## src/rtl/result_stream_fifo.sv

```systemverilog
// ---------------------------------------------------------------------------
// result_stream_fifo
//
// Captures qualified (addr, data) result pairs from the ASIP store path into
// a DEPTH-entry FIFO and drains them to a host / text-dump consumer over a
// valid/ready handshake. This replaces the old single-cycle {addr, data}
// output strobe. It adds zero-filtering, overflow accounting with a
// saturating drop counter, and a synchronous flush.
//
// Optional build macro:
//   RESULT_STREAM_DEDUP_EN - discard a qualified pair that equals the last
//                            captured pair (no push, no drop count).
//
// Ports:
//   clk        in   single clock, rising edge
//   reset      in   asynchronous, active-low reset
//   in_valid   in   producer write qualifier (memory-stage store enable)
//   in_addr    in   [ADDR_W]  result address
//   in_data    in   [DATA_W]  result data
//   flush      in   synchronous clear of contents and drop counter
//   out_data   out  [ADDR_W+DATA_W] registered head entry {addr, data}
//   out_valid  out  head entry valid
//   out_ready  in   consumer accepts head this cycle
//   level      out  [$clog2(DEPTH)+1] current occupancy
//   full       out  level == DEPTH
//   drop_count out  [CNT_W] pairs lost to overflow, saturating
// ---------------------------------------------------------------------------
module result_stream_fifo #(
   parameter int ADDR_W      = 16,
   parameter int DATA_W      = 48,
   parameter int DEPTH       = 8,
   parameter int FILTER_ZERO = 1,
   parameter int CNT_W       = 8
) (
   input  logic                       clk,
   input  logic                       reset,
   input  logic                       in_valid,
   input  logic [ADDR_W-1:0]          in_addr,
   input  logic [DATA_W-1:0]          in_data,
   input  logic                       flush,
   output logic [ADDR_W+DATA_W-1:0]   out_data,
   output logic                       out_valid,
   input  logic                       out_ready,
   output logic [$clog2(DEPTH):0]     level,
   output logic                       full,
   output logic [CNT_W-1:0]           drop_count
);

   localparam int PW    = $clog2(DEPTH);
   localparam int LVL_W = PW + 1;
   localparam int ENT_W = ADDR_W + DATA_W;

   // Storage and pointers. Pointers carry one extra wrap bit so that
   // full and empty are distinguishable with equal low bits.
   logic [ENT_W-1:0] mem_q [DEPTH];
   logic [PW:0]      wr_ptr_q, wr_ptr_d;
   logic [PW:0]      rd_ptr_q, rd_ptr_d;
   logic [ENT_W-1:0] head_q, head_d;
   logic [CNT_W-1:0] drop_q, drop_d;

   logic [ENT_W-1:0] in_pair;
   logic [PW-1:0]    wr_idx, rd_idx, rd_nxt_idx;
   logic [LVL_W-1:0] level_w;
   logic             empty_w, full_w;
   logic             qual, dup, cap, push, pop, drop;

   assign in_pair    = {in_addr, in_data};
   assign wr_idx     = wr_ptr_q[PW-1:0];
   assign rd_idx     = rd_ptr_q[PW-1:0];
   assign rd_nxt_idx = rd_idx + 1'b1;
   assign level_w    = wr_ptr_q - rd_ptr_q;
   assign empty_w    = (wr_ptr_q == rd_ptr_q);
   assign full_w     = (wr_ptr_q[PW] != rd_ptr_q[PW]) &&
                       (wr_ptr_q[PW-1:0] == rd_ptr_q[PW-1:0]);

   // Zero filter: a pair with a null address or null data is not a result.
   always_comb begin
      qual = in_valid;
      if (FILTER_ZERO != 0) qual = in_valid && (|in_addr) && (|in_data);
   end

`ifdef RESULT_STREAM_DEDUP_EN
   // Last captured pair. It survives a pop, so a repeat is still caught
   // after the original has been drained.
   logic [ENT_W-1:0] last_q;
   logic             last_vld_q;

   assign dup = last_vld_q && (in_pair == last_q);

   always_ff @(posedge clk or negedge reset) begin
      if (!reset) begin
         last_q     <= '0;
         last_vld_q <= 1'b0;
      end else if (flush) begin
         last_q     <= '0;
         last_vld_q <= 1'b0;
      end else if (qual && !dup) begin
         last_q     <= in_pair;
         last_vld_q <= 1'b1;
      end
   end
`else
   assign dup = 1'b0;
`endif

   assign cap  = qual && !dup;
   assign pop  = !empty_w && out_ready;
   // A full FIFO still accepts a pair when the head leaves the same cycle.
   assign push = cap && (!full_w || pop);
   assign drop = cap && full_w && !pop;

   always_comb begin
      wr_ptr_d = wr_ptr_q + LVL_W'(push);
      rd_ptr_d = rd_ptr_q + LVL_W'(pop);

      // Head register tracks mem[rd_ptr]. When the last stored entry leaves
      // while a new one arrives, the new pair becomes the head directly,
      // since it is not yet in the array.
      head_d = head_q;
      if (pop) begin
         if (level_w == LVL_W'(1)) head_d = push ? in_pair : '0;
         else                      head_d = mem_q[rd_nxt_idx];
      end else if (empty_w && push) begin
         head_d = in_pair;
      end

      drop_d = drop_q;
      if (drop && (drop_q != {CNT_W{1'b1}})) drop_d = drop_q + 1'b1;
   end

   always_ff @(posedge clk or negedge reset) begin
      if (!reset) begin
         wr_ptr_q <= '0;
         rd_ptr_q <= '0;
         head_q   <= '0;
         drop_q   <= '0;
      end else if (flush) begin
         // Flush wins over any push or pop in the same cycle.
         wr_ptr_q <= '0;
         rd_ptr_q <= '0;
         head_q   <= '0;
         drop_q   <= '0;
      end else begin
         wr_ptr_q <= wr_ptr_d;
         rd_ptr_q <= rd_ptr_d;
         head_q   <= head_d;
         drop_q   <= drop_d;
      end
   end

   // Storage array needs no reset; only entries between the pointers are read.
   always_ff @(posedge clk) begin
      if (push && !flush) mem_q[wr_idx] <= in_pair;
   end

   assign out_data   = head_q;
   assign out_valid  = !empty_w;
   assign level      = level_w;
   assign full       = full_w;
   assign drop_count = drop_q;

endmodule

```

## config.mk

```make
export PLATFORM = sky130hd
export DESIGN_NAME = result_stream_fifo
export DESIGN_NICKNAME = d
export VERILOG_FILES = /design/src/rtl/result_stream_fifo.sv
export SDC_FILE = /design/constraint.sdc
export NUM_CORES = 1
export LEC_CHECK = 0
export ABC_AREA = 1
export ABC_CLOCK_PERIOD_IN_PS = 6000
export CAP_MARGIN = 20
export CORE_ASPECT_RATIO = 0.5
export CORE_UTILIZATION = 34
export DETAILED_ROUTE_END_ITERATION = 12
export PLACE_DENSITY_LB_ADDON = 0.2
export SLEW_MARGIN = 20
export SYNTH_ARGS = -nofsm -noshare
export SYNTH_HDL_FRONTEND = slang
export SYNTH_SLANG_ARGS = --single-unit
export TNS_END_PERCENT = 50
```

## constraint.sdc

```tcl
create_clock -name clk -period 6 [get_ports clk]
set_input_delay 0.9 -clock clk [delete_from_list [all_inputs] [get_ports clk]]
set_output_delay 0.9 -clock clk [all_outputs]
set_load 0.01 [all_outputs]
```

Yosys cells after proc, flatten, opt, wreduce, memory -nomap -nowiden
Memories as Yosys holds them, arrays and structs flattened.
Index checks and enable logic that the tools add are counted.
{ "word_totals": {"reg_bits": 80, "latchBits": 0, "mem_bits_rw": 512, "rom_bits": 0, "output_inout_bits": 78, "mem_count": 1} }
{ "classes": {"n_addsub": 5, "mul": 0, "div": 0, "n_lt_le_gt_ge": 0, "n_eq_ne": 5, "n_shift": 0, "muxes": 11, "n_bitwise": 0, "reduce_logical": 19} }
{ "memory_table": {"columns": ["name", "depth", "word_bits", "read_ports", "rd_clocked_by_memory_dff", "write_ports", "line", "text"], "rows": [
  ["mem_q", 8, 64, 1, 0, 1, "55", "logic [ENT_W-1:0] mem_q [DEPTH];"]
]} }
{ "op_table": {"columns": ["operator", "n"], "rows": [
  ["$mux W64", 5],
  ["$reduce_or A48 Y1", 1],
  ["$mux W8", 2],
  ["$reduce_or A16 Y1", 1],
  ["$logic_and A1 B1 Y1", 10],
  ["$add A4 B1 Y4", 2],
  ["$add A8 B1 Y8 const B", 1],
  ["$mux W4", 2],
  ["$ne A8 B8 Y1 const B", 1],
  ["$eq A4 B1 Y1 const B", 1],
  ["$eq A4 B4 Y1", 1],
  ["$logic_not A1 Y1", 4],
  ["$sub A4 B4 Y4", 1],
  ["$add A3 B1 Y3 const B", 1],
  ["$eq A3 B3 Y1", 1],
  ["$reduce_bool A3 Y1", 1],
  ["$mux W1", 2],
  ["$reduce_bool A2 Y1", 1],
  ["$logic_or A1 B1 Y1", 1],
  ["$ne A1 B1 Y1", 1]
]} }

Longest topological paths before layout
{ "logic_depth": {"ltp_word": 9, "depth_mapped": 13, "depth_no_buf": 13} }

Worst setup path before layout
Ideal clock, no wire load.
{ "synth_path": {"path_kind": "in2reg", "start": "in in_addr[15]", "end": "mem mem_q[4][0] in the netlist's numbering, enable pin", "arrival_time_ns": 5.978, "required_ns": 5.435, "slack_ns": -0.543, "cell_stages": 8, "n_path_buf": 0, "path_cell_list": "nor2_1 -> nand2_1 -> nor2_1 -> a21boi_1 -> nand2_1 -> nor2_1 -> nand2_1 -> nor3_1"} }
{ "synth_via": {"elab_chain_cells": 7} }
{ "synth_lines": {"columns": ["element", "line", "text"], "rows": [
  ["start, declared", "38", "input logic [ADDR_W-1:0] in_addr,"],
  ["$reduce_or A16 Y1", "79", "if (FILTER_ZERO != 0) qual = in_valid && (|in_addr) && (|in_data);"],
  ["$logic_and A1 B1 Y1 (2 in a row)", "79", null],
  ["$logic_and A1 B1 Y1", "109", "assign push = cap && (!full_w || pop);"],
  ["$logic_and A1 B1 Y1", "153", "if (push && !flush) mem_q[wr_idx] <= in_pair;"],
  ["$mux W1", "153", null],
  ["$mux W1 (not written as such)", "153", null],
  ["end, declared", "55", null]
]} }
Every way passes these cells.

Worst setup path in the final report
{ "layout_path": {"start": "reg rd_ptr_q[0]", "end": "reg head_q[16] (netlist: out_data[16])"} }
{ "layout_via": {"elab_chain_cells": 9, "word_cells_on_any_way": 18, "classes_between": "2 x add/sub; 3 x eq/ne; 4 x mux; 8 x reduce/logical; 1 x memory"} }
{ "layout_lines": {"columns": ["element", "line", "text"], "rows": [
  ["start, declared", "57", "logic [PW:0] rd_ptr_q, rd_ptr_d;"],
  ["start signal, assigned", "145", "rd_ptr_q <= rd_ptr_d;"],
  ["branches (longest 9 deep; another with $mem_v2 Z8 W64)", null, null],
  ["end signal, assigned", "135", "head_q <= '0;"],
  ["end signal, assigned", "141", "head_q <= '0;"],
  ["end signal, assigned", "146", "head_q <= head_d;"],
  ["end, declared", "58", "logic [ENT_W-1:0] head_q, head_d;"]
]} }
Several ways; the timed one is not identified.
A chain may end at the register's enable or synchronous reset.

==> results.md <==
Run status:
- The flow ran to the end, but the final reports show violations.
- The final reports fail on design-rule violations.

Power:
- The power density over cell area is 383 mW/mm².
- IR analysis of the VDD net gives a maximum drop of 0.220 mV.
- The overall power after layout is 11.1 mW.
- The analysis attributes to cell leakage a power of 11.0 nW.

Timing:
- At the pin with the least slew margin, the transition time is 1.13 ns.
- Setup violations remaining at the end of the flow were counted as 0.
- Setup repair after global routing left no endpoint under its margin.
- Counting I/O delays and the setup requirement, the final critical path takes 3.90 ns.
- The final clock skew is 0.0110 ns.
- The tightest slew margin relative to the limit is 24.9%.
- The maximum achievable frequency is 257 MHz.
- The final critical path takes up 64.9% of the cycle.
- The final max-slew violation count is 0.
- The number of failing hold endpoints at the final stage is 0.

Detailed routing:
- In the final routed layout, each cell accounts on average for 21.0 µm.
- The remaining number of nets flagged by the antenna check after routing is 0.
- Before antenna repair, the detailed router went through 9 iterations.
- After detailed routing, the total wire length is 70,800 µm.
- The vias per cell is 5.10.
- The via total after detailed routing is 17.2k.
- The DRC violation count after routing is 1.
- For this block, the initial DRC count from the detailed router was 1,464.

Floorplan:
- The count of pins on the block boundary is 147.
- The full die area is 0.0739 mm².
- The vertical extent of the die is 193 µm.
- The core region area is 0.0715 mm².
- The floorplan has 69 rows.
- The chip width is 383 µm.
- The effective utilization at floorplan is 34.6%.

Clocking:
- The clock slew at the register clock pins of the worst setup and hold paths is 0.06 ns.
- The clock tree from TritonCTS is yes.
- Hold repair after CTS inserted 0 buffers.
- The latest clock arrival within the worst-skew pair is 0.61 ns.
- Post-CTS repair changed the size of 0 cells.
- The total clock sinks is 592.
- The clock root buffer master is clkbuf_16.
- No sink is reached through more buffers than the 3 on the longest clock path.
- The total setup buffers inserted after CTS is 0.
- In this run, CTS created clock tree buffers numbering 56.
- In this run the number of H-tree levels came out at 2.

Setup path:
- The endpoint of the most critical setup path is out_data[16].
- The delay contributed by the slowest stage of the critical path is 0.82 ns.
- Setup slack on the worst reg-to-reg path comes out at 2.10 ns.
- The slowest stage cell on the critical path is nand2_2.
- The length in cells of the worst reg-to-reg path is 11.
- The maximum fanout along the worst path is 50.
- The worst setup path is of the reg2reg kind.
- The endpoint class of the critical path is a register.
- Traced cell by cell, the critical path runs through ha_1 > fa_1 > inv_1 > nor3_1 > nand3_4 > nand2_2 > buf_4 > nand3_1 > nand2_1 > nand2_1 > nand2_1.
- In this run the critical register-to-register path is launched from rd_ptr_q[0].
- Counting stages on the worst path, the most repeated cell is nand2_1.
- The worst register-to-register path ends at out_data[16].
- STA puts the critical path data required time at 6.54 ns.
- The startpoint type of the worst setup path is a register.
- The critical path startpoint is rd_ptr_q[0].
- At the worst endpoint, the arrival time is 4.44 ns.

Placed design:
- The HPWL after detailed placement is 35,200 µm.
- The final weighted congestion in routability-driven placement is 0.732.
- The placed cell count is 3,262.
- The count of buffers added on input and output ports is 146.

Run:
- The reported max-cap violation count is 0.

GRT:
- The wire length of the first global-routing pass is 106,000 µm.
- The number of global-route vias before repair is 16.7k.
- The total congestion overflow after global routing is 0.
- Across every metal layer, demand over resource in global routing totals 19.0%.
- The initial antenna violation count is 0.
- Entering global routing, the biggest net connects 137 pins.

Cells and area:
- The register cell area after layout is 0.0174 mm².
- The antenna diode count is 0.
- Leaving out fill and tap cells, the most frequent cell in the layout is nand2_1.
- Counting the fill cells in the layout gives 6,785.
- In the final layout, the multi-input gates occupy 0.00673 mm².
- For this run, the post-layout net count is 2,441.
- The top cell types in the final layout, fill and taps aside, are nand2_1, nand3_1, edfxtp_1, clkdlybuf4s50_1, dfrtp_1.
- The layout cell share with drive strength beyond 1 is 5.73%.
- The layout-stage area growth over the synthesis result is 17.5%.
- The final cell count without fillers is 3,367.

Min path:
- The path category of the worst min-delay check is in2async.

Logic synthesis:
- The synthesis warning total is 0.
- The register area share after synthesis is 70.2%.
- The average cell area after synthesis is 10.9 µm².
- In this run, distinct cell masters in the synthesized netlist total 28.
- The synthesized design contains 592 register bits.
- The post-synthesis instance total is 2,267.
- The post-synthesis instance area is 0.0247 mm².
- The number of nets in the synthesized netlist is 2,346.
sequential cells by signal (all words and copies together) (netlist names):
| register | cells |
|---|---|
| mem_q | 512 |
| out_data | 64 |
| drop_count | 8 |
| rd_ptr_q | 4 |
| wr_ptr_q | 4 |
logic make-up (layout without fill, tap and decap cells):
group           after synthesis  count (layout)  synth area share, %
buf+inv                     166             308                 2.95
fa+ha+maj                    10              10                0.536
simple gates               1483            1483                 25.7
compound gates                6               6                0.177
xor+xnor                     10              10                0.354
flops                       592             592                 70.2
metrics by stage:
| stage | instance area, µm² | setup TNS (ns) | setup slack (ns) | utilization, % | hold slack [ns] |
|---|---|---|---|---|---|
| 5_1_grt | 29100 | 0 | 1.93 | 40.7 | 0.401 |
| 4_1_cts | 29100 | 0 | 2.12 | 40.7 | 0.378 |
| 3_3_place_gp | 27200 | 0 | 1.62 | 38.1 | 0.491 |
| 3_5_place_dp | 27200 | 0 | 1.59 | 38.1 | 0.492 |
| 2_1_floorplan | 24700 | -278.04 | -0.543 | - | 0.493 |
| 6_report | 29100 | 0 | 2.10 | 40.7 | 0.376 |
synth_stat cells (all sizes together):
cell type,n,area share (%)
buf,76,1.6
nand4,3,0.10
fa,1,0.081
a21boi,1,0.030
clkbuf,70,1.1
xnor2,4,0.14
nor2,58,0.93
edfxtp,512,62
inv,20,0.30
nor3b,2,0.061
dfrtp,80,8.1
nand3b,1,0.030
o21ai,2,0.040
ha,9,0.46
nand2,812,12
nor3,12,0.24
a21oi,3,0.11
xor2,6,0.21
nand3,595,12
power breakdown:
part,internal (mW),total (mW),switching [mW]
combinational,0.892,2.73,1.84
clock,2.05,3.58,1.53
sequential,4.66,4.81,0.149
total,7.60,11.1,3.52
worst min-delay path by stage:
stage            startpoint            to  slack [ns]  depth (start not counted)
6_report              reset  out_data[20]        0.38                          1
4_1_cts               reset  out_data[20]        0.38                          1
3_3_place_gp   out_data[35]  out_data[35]        0.49                          2
5_1_grt               reset  out_data[20]        0.40                          1
2_1_floorplan   rd_ptr_q[2]   rd_ptr_q[2]        0.49                          1
3_5_place_dp   out_data[47]  out_data[47]        0.49                          2
routing by layer:
metal / GRT usage, % / part of all wire (%) / vias up
li1: - / - / 8068
met1: 26.2 / 46 / 8600
met2: 31.7 / 48 / 400
met3: 2.68 / 4.7 / 87
met4: 4.89 / 1.8 / 0
met5: 0 / 0 / -
cell type report:
class | count | share of cell area, %
clock inverter | 31 | 1.00
clock buffer | 74 | 5.30
sequential | 592 | 59.8
tap | 958 | 4.12
inverter | 20 | 0.293
timing repair buffer | 183 | 6.36
multi-input combinational | 1509 | 23.1
worst max-delay path, delay by kind of cell, from the launching register on:
family | cells | cell delay, ns
AND/OR/NAND/NOR | 7 | 1.59
buffers and inverters | 2 | 0.65
adder cells (fa/ha/maj) | 2 | 0.81
flip-flops | 1 | 0.73
Note: power is estimated with default switching activity, not from simulation.
